==> config.mk <==
export PLATFORM = sky130hd
export DESIGN_NAME = div_xa_seq_flat
export DESIGN_NICKNAME = d
export VERILOG_FILES = /design/src/rtl/solver_pkg.sv /design/src/rtl/div_xa_seq_if.sv /design/src/rtl/div_xa_seq_step.sv /design/src/rtl/div_xa_seq.sv /design/src/flat_wrapper.sv
export SDC_FILE = /design/constraint.sdc
export NUM_CORES = 1
export LEC_CHECK = 0
export ABC_AREA = 1
export ABC_CLOCK_PERIOD_IN_PS = 3900
export BUFFER_PORTS_ARGS = -buffer_cell sky130_fd_sc_hd__buf_2
export CAP_MARGIN = 0
export CORE_MARGIN = 2
export CORE_UTILIZATION = 30
export CTS_CLUSTER_DIAMETER = 30
export DETAILED_ROUTE_END_ITERATION = 8
export GPL_TIMING_DRIVEN = 0
export PLACE_DENSITY_LB_ADDON = 0.15
export SLEW_MARGIN = 20
export SYNTH_ARGS = -nofsm -noshare
export SYNTH_HDL_FRONTEND = slang
export SYNTH_SLANG_ARGS = --single-unit
==> constraint.sdc <==
create_clock -name clk -period 3.9 [get_ports clk]
set_input_delay 0.78 -clock clk [delete_from_list [all_inputs] [get_ports clk]]
set_output_delay 0.78 -clock clk [all_outputs]
set_load 0.05 [all_outputs]
==> src/rtl/solver_pkg.sv <==
// solver_pkg: shared widths, saturation limits and the divider state type.
package solver_pkg;
    localparam int A_W   = 16;
    localparam int X_W   = 32;
    localparam int SHIFT = 2;
    localparam int D_W   = X_W - SHIFT;
    localparam int CNT_W = $clog2(D_W);
    localparam logic [A_W-1:0] Q16_POS_MAX = 16'h7FFF;
    localparam logic [A_W-1:0] Q16_NEG_MAX = 16'h8000;
    localparam logic [X_W-1:0] POS_MAX = 32'h7FFF_FFFF;
    localparam logic [X_W-1:0] NEG_MAX = 32'h8000_0000;
    typedef enum logic [1:0] {IDLE, BUSY, DONE} state_t;
endpackage

==> src/rtl/div_xa_seq_if.sv <==
// div_xa_seq_if: operand/result valid-ready bundle of the back-path divider.
interface div_xa_seq_if;
    import solver_pkg::*;
    logic           in_valid;
    logic           in_ready;
    logic [X_W-1:0] x;
    logic [A_W-1:0] a;
    logic           out_valid;
    logic           out_ready;
    logic [A_W-1:0] q;
    logic           sat;
    logic           div_zero;
    modport master (output in_valid, x, a, out_ready,
                    input  in_ready, out_valid, q, sat, div_zero);
    modport slave  (input  in_valid, x, a, out_ready,
                    output in_ready, out_valid, q, sat, div_zero);
endinterface

==> src/rtl/div_xa_seq_step.sv <==
// div_step: one restoring-division iteration on unsigned magnitudes.
module div_step
    import solver_pkg::*;
(
    input  logic [A_W:0] rem_in,
    input  logic         bit_in,
    input  logic [A_W:0] divisor,
    output logic [A_W:0] rem_out,
    output logic         q_bit
);
    logic [A_W+1:0] t;
    assign t       = {rem_in, bit_in};
    assign q_bit   = t >= {1'b0, divisor};
    assign rem_out = q_bit ? (A_W+1)'(t - {1'b0, divisor}) : t[A_W:0];
endmodule

==> src/rtl/div_xa_seq.sv <==
// div_xa_seq: sequential signed divider b = sat16(trunc((x >>> 2) / a)), one quotient bit per cycle.
module div_xa_seq
    import solver_pkg::*;
(
    input  logic        clk,
    input  logic        rst_n,
    div_xa_seq_if.slave bus
);
    state_t                state, state_nx;
    logic [CNT_W-1:0]      cnt;
    logic [D_W-1:0]        dvd;
    logic [D_W-2:0]        qm;
    logic [A_W:0]          rem, a_mag, rem_nx, a_ext, a_mag_in;
    logic                  neg, q_bit, accept, last, sat_fin;
    logic [A_W-1:0]        q_r, q_fin;
    logic                  sat_r, dz_r;
    logic signed [D_W-1:0] d;
    logic [D_W-1:0]        d_mag, qm_f;
    assign d        = bus.x[X_W-1:SHIFT];
    assign d_mag    = d[D_W-1] ? D_W'(-d) : d;
    // sign-extend before negating so a = -32768 yields magnitude 32768
    assign a_ext    = {bus.a[A_W-1], bus.a};
    assign a_mag_in = a_ext[A_W] ? -a_ext : a_ext;
    assign accept   = state == IDLE && bus.in_valid;
    assign last     = state == BUSY && cnt == '0;
    div_step u_step (
        .rem_in  (rem),
        .bit_in  (dvd[D_W-1]),
        .divisor (a_mag),
        .rem_out (rem_nx),
        .q_bit   (q_bit)
    );
    assign qm_f    = {qm, q_bit};
    assign sat_fin = neg ? qm_f > D_W'(Q16_NEG_MAX) : qm_f > D_W'(Q16_POS_MAX);
    assign q_fin   = sat_fin ? (neg ? Q16_NEG_MAX : Q16_POS_MAX)
                             : (neg ? A_W'(-qm_f[A_W-1:0]) : qm_f[A_W-1:0]);
    always_ff @(posedge clk or negedge rst_n) begin
        if (!rst_n) state <= IDLE;
        else        state <= state_nx;
    end
    always_comb begin
        state_nx      = state;
        bus.in_ready  = state == IDLE;
        bus.out_valid = state == DONE;
        if (accept) state_nx = bus.a == '0 ? DONE : BUSY;
        if (last) state_nx = DONE;
        if (state == DONE && bus.out_ready) state_nx = IDLE;
    end
    always_ff @(posedge clk or negedge rst_n) begin
        if (!rst_n) begin
            cnt   <= '0;
            dvd   <= '0;
            qm    <= '0;
            rem   <= '0;
            a_mag <= '0;
            neg   <= 1'b0;
            q_r   <= '0;
            sat_r <= 1'b0;
            dz_r  <= 1'b0;
        end else begin
            if (accept) begin
                dvd   <= d_mag;
                qm    <= '0;
                rem   <= '0;
                a_mag <= a_mag_in;
                neg   <= d[D_W-1] ^ bus.a[A_W-1];
                cnt   <= CNT_W'(D_W - 1);
                if (bus.a == '0) begin
                    q_r   <= d[D_W-1] ? Q16_NEG_MAX : Q16_POS_MAX;
                    sat_r <= 1'b1;
                    dz_r  <= 1'b1;
                end
            end
            if (state == BUSY) begin
                dvd <= {dvd[D_W-2:0], 1'b0};
                rem <= rem_nx;
                qm  <= qm_f[D_W-2:0];
                cnt <= cnt - 1'b1;
                if (cnt == '0) begin
                    q_r   <= q_fin;
                    sat_r <= sat_fin;
                    dz_r  <= 1'b0;
                end
            end
        end
    end
    assign bus.q        = q_r;
    assign bus.sat      = sat_r;
    assign bus.div_zero = dz_r;
endmodule

==> src/flat_wrapper.sv <==
// flat-port wrapper written by rule: the top's interface ports become plain ports
module div_xa_seq_flat import solver_pkg::*;
  (clk, rst_n, bus_in_valid, bus_x, bus_a, bus_out_ready, bus_in_ready, bus_out_valid, bus_q, bus_sat, bus_div_zero);
  div_xa_seq_if bus_i ();
  input  logic clk;
  input  logic rst_n;
  input wire logic [$bits(bus_i.in_valid)-1:0] bus_in_valid;
  input wire logic [$bits(bus_i.x)-1:0] bus_x;
  input wire logic [$bits(bus_i.a)-1:0] bus_a;
  input wire logic [$bits(bus_i.out_ready)-1:0] bus_out_ready;
  output wire logic [$bits(bus_i.in_ready)-1:0] bus_in_ready;
  output wire logic [$bits(bus_i.out_valid)-1:0] bus_out_valid;
  output wire logic [$bits(bus_i.q)-1:0] bus_q;
  output wire logic [$bits(bus_i.sat)-1:0] bus_sat;
  output wire logic [$bits(bus_i.div_zero)-1:0] bus_div_zero;
  assign bus_i.in_valid = bus_in_valid;
  assign bus_i.x = bus_x;
  assign bus_i.a = bus_a;
  assign bus_i.out_ready = bus_out_ready;
  assign bus_in_ready = bus_i.in_ready;
  assign bus_out_valid = bus_i.out_valid;
  assign bus_q = bus_i.q;
  assign bus_sat = bus_i.sat;
  assign bus_div_zero = bus_i.div_zero;
  div_xa_seq u_core (.clk(clk), .rst_n(rst_n), .bus(bus_i));
endmodule
==> flow_metrics.py <==
metrics = {
    "drt": {
        "dr.pass1.iters": 5,
        "drc_errors": 0,
        "routed_wl_um": 20370,
        "ant_nets": 0,
        "drt-initial-drc-count": 366,
        "vias": 6387,
        "via_per_inst": 4.777,
        "wire_per_inst_um": 15.23,
    },
    "yosys": {
        "synth_edf_count": 0,
        "synth_area_leader_cell": "dfrtp_1",
        "synth_fp_nets": 991,
        "synth_top_area_share_pct": 41.37,
        "synth_area_leaders": "dfrtp_1, nand2_1, inv_1",
        "seq_area_frac_synth_pct": 41.37,
        "yosys_register_bits": 119,
        "syn_area_per_cell_um2": 7.850,
        "synth.distinct_cells": 52,
        "synth.most_common_cell": "nand2_1",
        "ys_warn_count": 0,
        "syn-cell-area_mm2": 0.007198,
        "async_flop_share_pct": 100.0,
        "netlist_top_cells_count": "nand2_1, dfrtp_1, inv_1",
        "synth_top_flop_cell": "dfrtp_1",
        "synthCells": 917,
    },
    "worst_setup_path": {
        "cp.arrival_ps": 3800,
        "worstSetupEndpointType": "flip-flop",
        "path_class": "reg2reg",
        "reg2reg_depth": 20,
        "cp-start-kind": "flip-flop",
        "rr_endpoint": "u_core.bus.q[11]",
        "r2r-start": "u_core.rem[2]",
        "crit_required_ps": 4240,
        "cp_max_fo": 10,
        "rrSetupSlack_ps": 450,
    },
    "clocking": {
        "clock_sinks": 119,
        "cts_max_path_buffers": 2,
        "cts_resized": 0,
        "clockRootBuffer": "clkbuf_16",
        "htreeDepth": 4,
        "holdBufCountCts": 0,
        "cts_tree": "yes",
        "numCtsBuffers": 17,
        "worstSkewPairLatency_ps": 420,
        "clkTransAtPathRegs_ps": 60,
        "post_cts_buffers": 0,
    },
    "cells_and_area": {
        "fillers": 2546,
        "fin_nets": 1080,
        "final_cell_area_mm2": 0.008538,
        "syn2layout_area_growth_pct": 18.62,
        "antenna_cells": 0,
        "final_layout_size_suffix_gt1_share_pct": 14.73,
    },
    "timing": {
        "setup_viol": 0,
        "hold_slack_ps": 272.2,
        "tns_ps": 0,
        "period_share_pct": 88.50,
        "drv_slew": 0,
        "tightestPinTransition_ps": 859.4,
        "hold_viol_final": 0,
        "rsz0062_at_grt": "false",
        "fin_skew_ps": 11.17,
        "fmax_mhz": 289.7,
        "slew_headroom_pct": 42.71,
        "fin_crit_ps": 3452,
    },
    "die": {
        "die_h_um": 158.9,
        "io_pins": 72,
        "die_area_mm2": 0.02525,
        "coreArea_mm2": 0.02354,
        "fp.dieW_um": 158.9,
        "row_count": 56,
        "initial_utilization_pct": 30.58,
    },
    "global_route": {
        "grt_pass1_wl_um": 33880,
        "grt_max_degree": 61,
        "grt_pass1_vias": 6500,
        "antenna_found_initial": 0,
        "grt.total_usage_pct": 16.73,
        "grt_overflow_total": 0,
    },
    "pwr": {
        "ir_drop_v": 0.0003582,
        "clockPowerShare_pct": 19.2,
        "p_int_mw": 4.184,
        "power.leakage_nw": 3.993,
        "p_comb_share_pct": 55.1,
        "switching_share_pct": 46.98,
        "switching_power_mw": 3.707,
        "cellPowerDensity_mw_per_mm2": 924.2,
        "power_frac_seq_pct": 25.7,
    },
    "hold_path": {
        "holdCritPathClass": "in2async",
    },
    "placement": {
        "gp_congestion": 0.8094,
        "numPortBuffers": 69,
        "hpwlAfterDp_um": 15180,
        "place_area_mm2": 0.007980,
    },
    "flow_run": {
        "cap_violations": 0,
    },
    "status": {
        "status": "complete, no violations",
    },
}
kinds of logic after synthesis:
family                     synth area share (%)
xor gates and xnor gates                  5.354
and+or+nand+nor                           21.43
adders and majority gates                 3.928
buffers and inverters                     8.760
AOI/OAI and AO/OA                         19.16
DFF                                       41.37
state kept, by name (all words and copies together), names as in the netlist:
| signal | count |
|---|---|
| u_core.dvd | 30 |
| u_core.qm | 29 |
| u_core.a_mag | 17 |
| u_core.rem | 17 |
| u_core.bus.q | 16 |
| u_core.cnt | 5 |
| u_core.state | 2 |
| u_core.bus.div_zero | 1 |
| u_core.bus.sat | 1 |
| u_core.neg | 1 |
stage by stage:
step	power [mW]	setup slack [ps]	utilization, %	instances
6_report	7.891	448.4	36.27	1337
5_1_grt	8.635	103.0	36.27	1337
4_1_cts	7.955	434.5	36.27	1337
3_5_place_dp	6.391	460.1	33.90	1306
3_3_place_gp	6.371	327.7	33.74	1305
2_1_floorplan	5.237	1111	-	917
layout make-up:
cell class              count  area, µm²  area share [%]
clock inverters             8      100.1           1.172
inverters                 122      459.2           5.378
clock buffers              23      457.9           5.363
plain buffers              34      171.4           2.008
repair buffers             70      382.9           4.484
flip-flops and latches    119       2978           34.88
multi-input cells         642       3590           42.04
well taps                 319      399.1           4.675
power by group through the flow:
stage / sequential, mW / combinational [mW] / clock (mW)
floorplan: 2.05 / 3.19 / 0
global placement: 2.04 / 4.33 / 0
detailed placement: 2.04 / 4.35 / 0
CTS: 2.02 / 4.37 / 1.56
global route: 2.09 / 4.93 / 1.62
finish: 2.02 / 4.35 / 1.52
layer usage:
layer  wire length [µm]  share of wire [%]  track usage, %  vias up
met5                  0                  0               0        -
met4                264                1.3           4.793        0
met3                655                3.2           2.534       17
met2               9300                 46           27.27      112
met1              10150                 50           23.09     2987
li1                   -                  -               -     3271
how the worst max path moves through the flow:
stage                                from                to  slack, ps  cells past startpoint
after floorplan            u_core.rem[12]  u_core.bus.q[11]       1110                     18
after global placement              rst_n     u_core.qm[22]        330                      1
after detailed placement  u_core.a_mag[9]  u_core.bus.q[11]        460                     19
after CTS                 u_core.a_mag[9]  u_core.bus.q[11]        430                     19
after global routing      u_core.a_mag[3]   u_core.bus.q[9]        100                     21
final                       u_core.rem[2]  u_core.bus.q[11]        450                     20
critical path, stage by stage, from the launching register on:
cell     delay, ps
dfrtp_1        420
ha_1           390
nand2_1        130
nand2_1         60
nand2_1         50
nand2_1         40
nand2_1         60
nand3_1        160
nand2_1        160
nand2_2        120
inv_2          200
ha_1           250
nand3_2        100
nor2_2         120
nand4_1        160
nor3_2         140
nand2_1        120
o21ai_4        270
buf_4          220
nand3_1        110
a21oi_2        120
placed cells by master (no fill, tap or decap), types with 4 or more instances in the layout:
cell	instances
o221ai_1	4
inv_2	8
buf_6	4
o21bai_1	5
a21oi_2	5
buf_2	76
nor2_1	70
a31oi_1	5
dfrtp_1	119
xor2_1	32
clkbuf_1	23
nand4_1	10
nor3_1	6
inv_1	112
a22oi_1	25
xnor2_1	12
o21ai_0	73
nor2_2	4
a21oi_1	60
clkinv_2	4
nor2_4	4
nand3_1	55
o22ai_1	32
ha_1	21
nand2_2	4
nand2_1	174
clkbuf_16	17
Note: power is estimated with default switching activity, not from simulation.
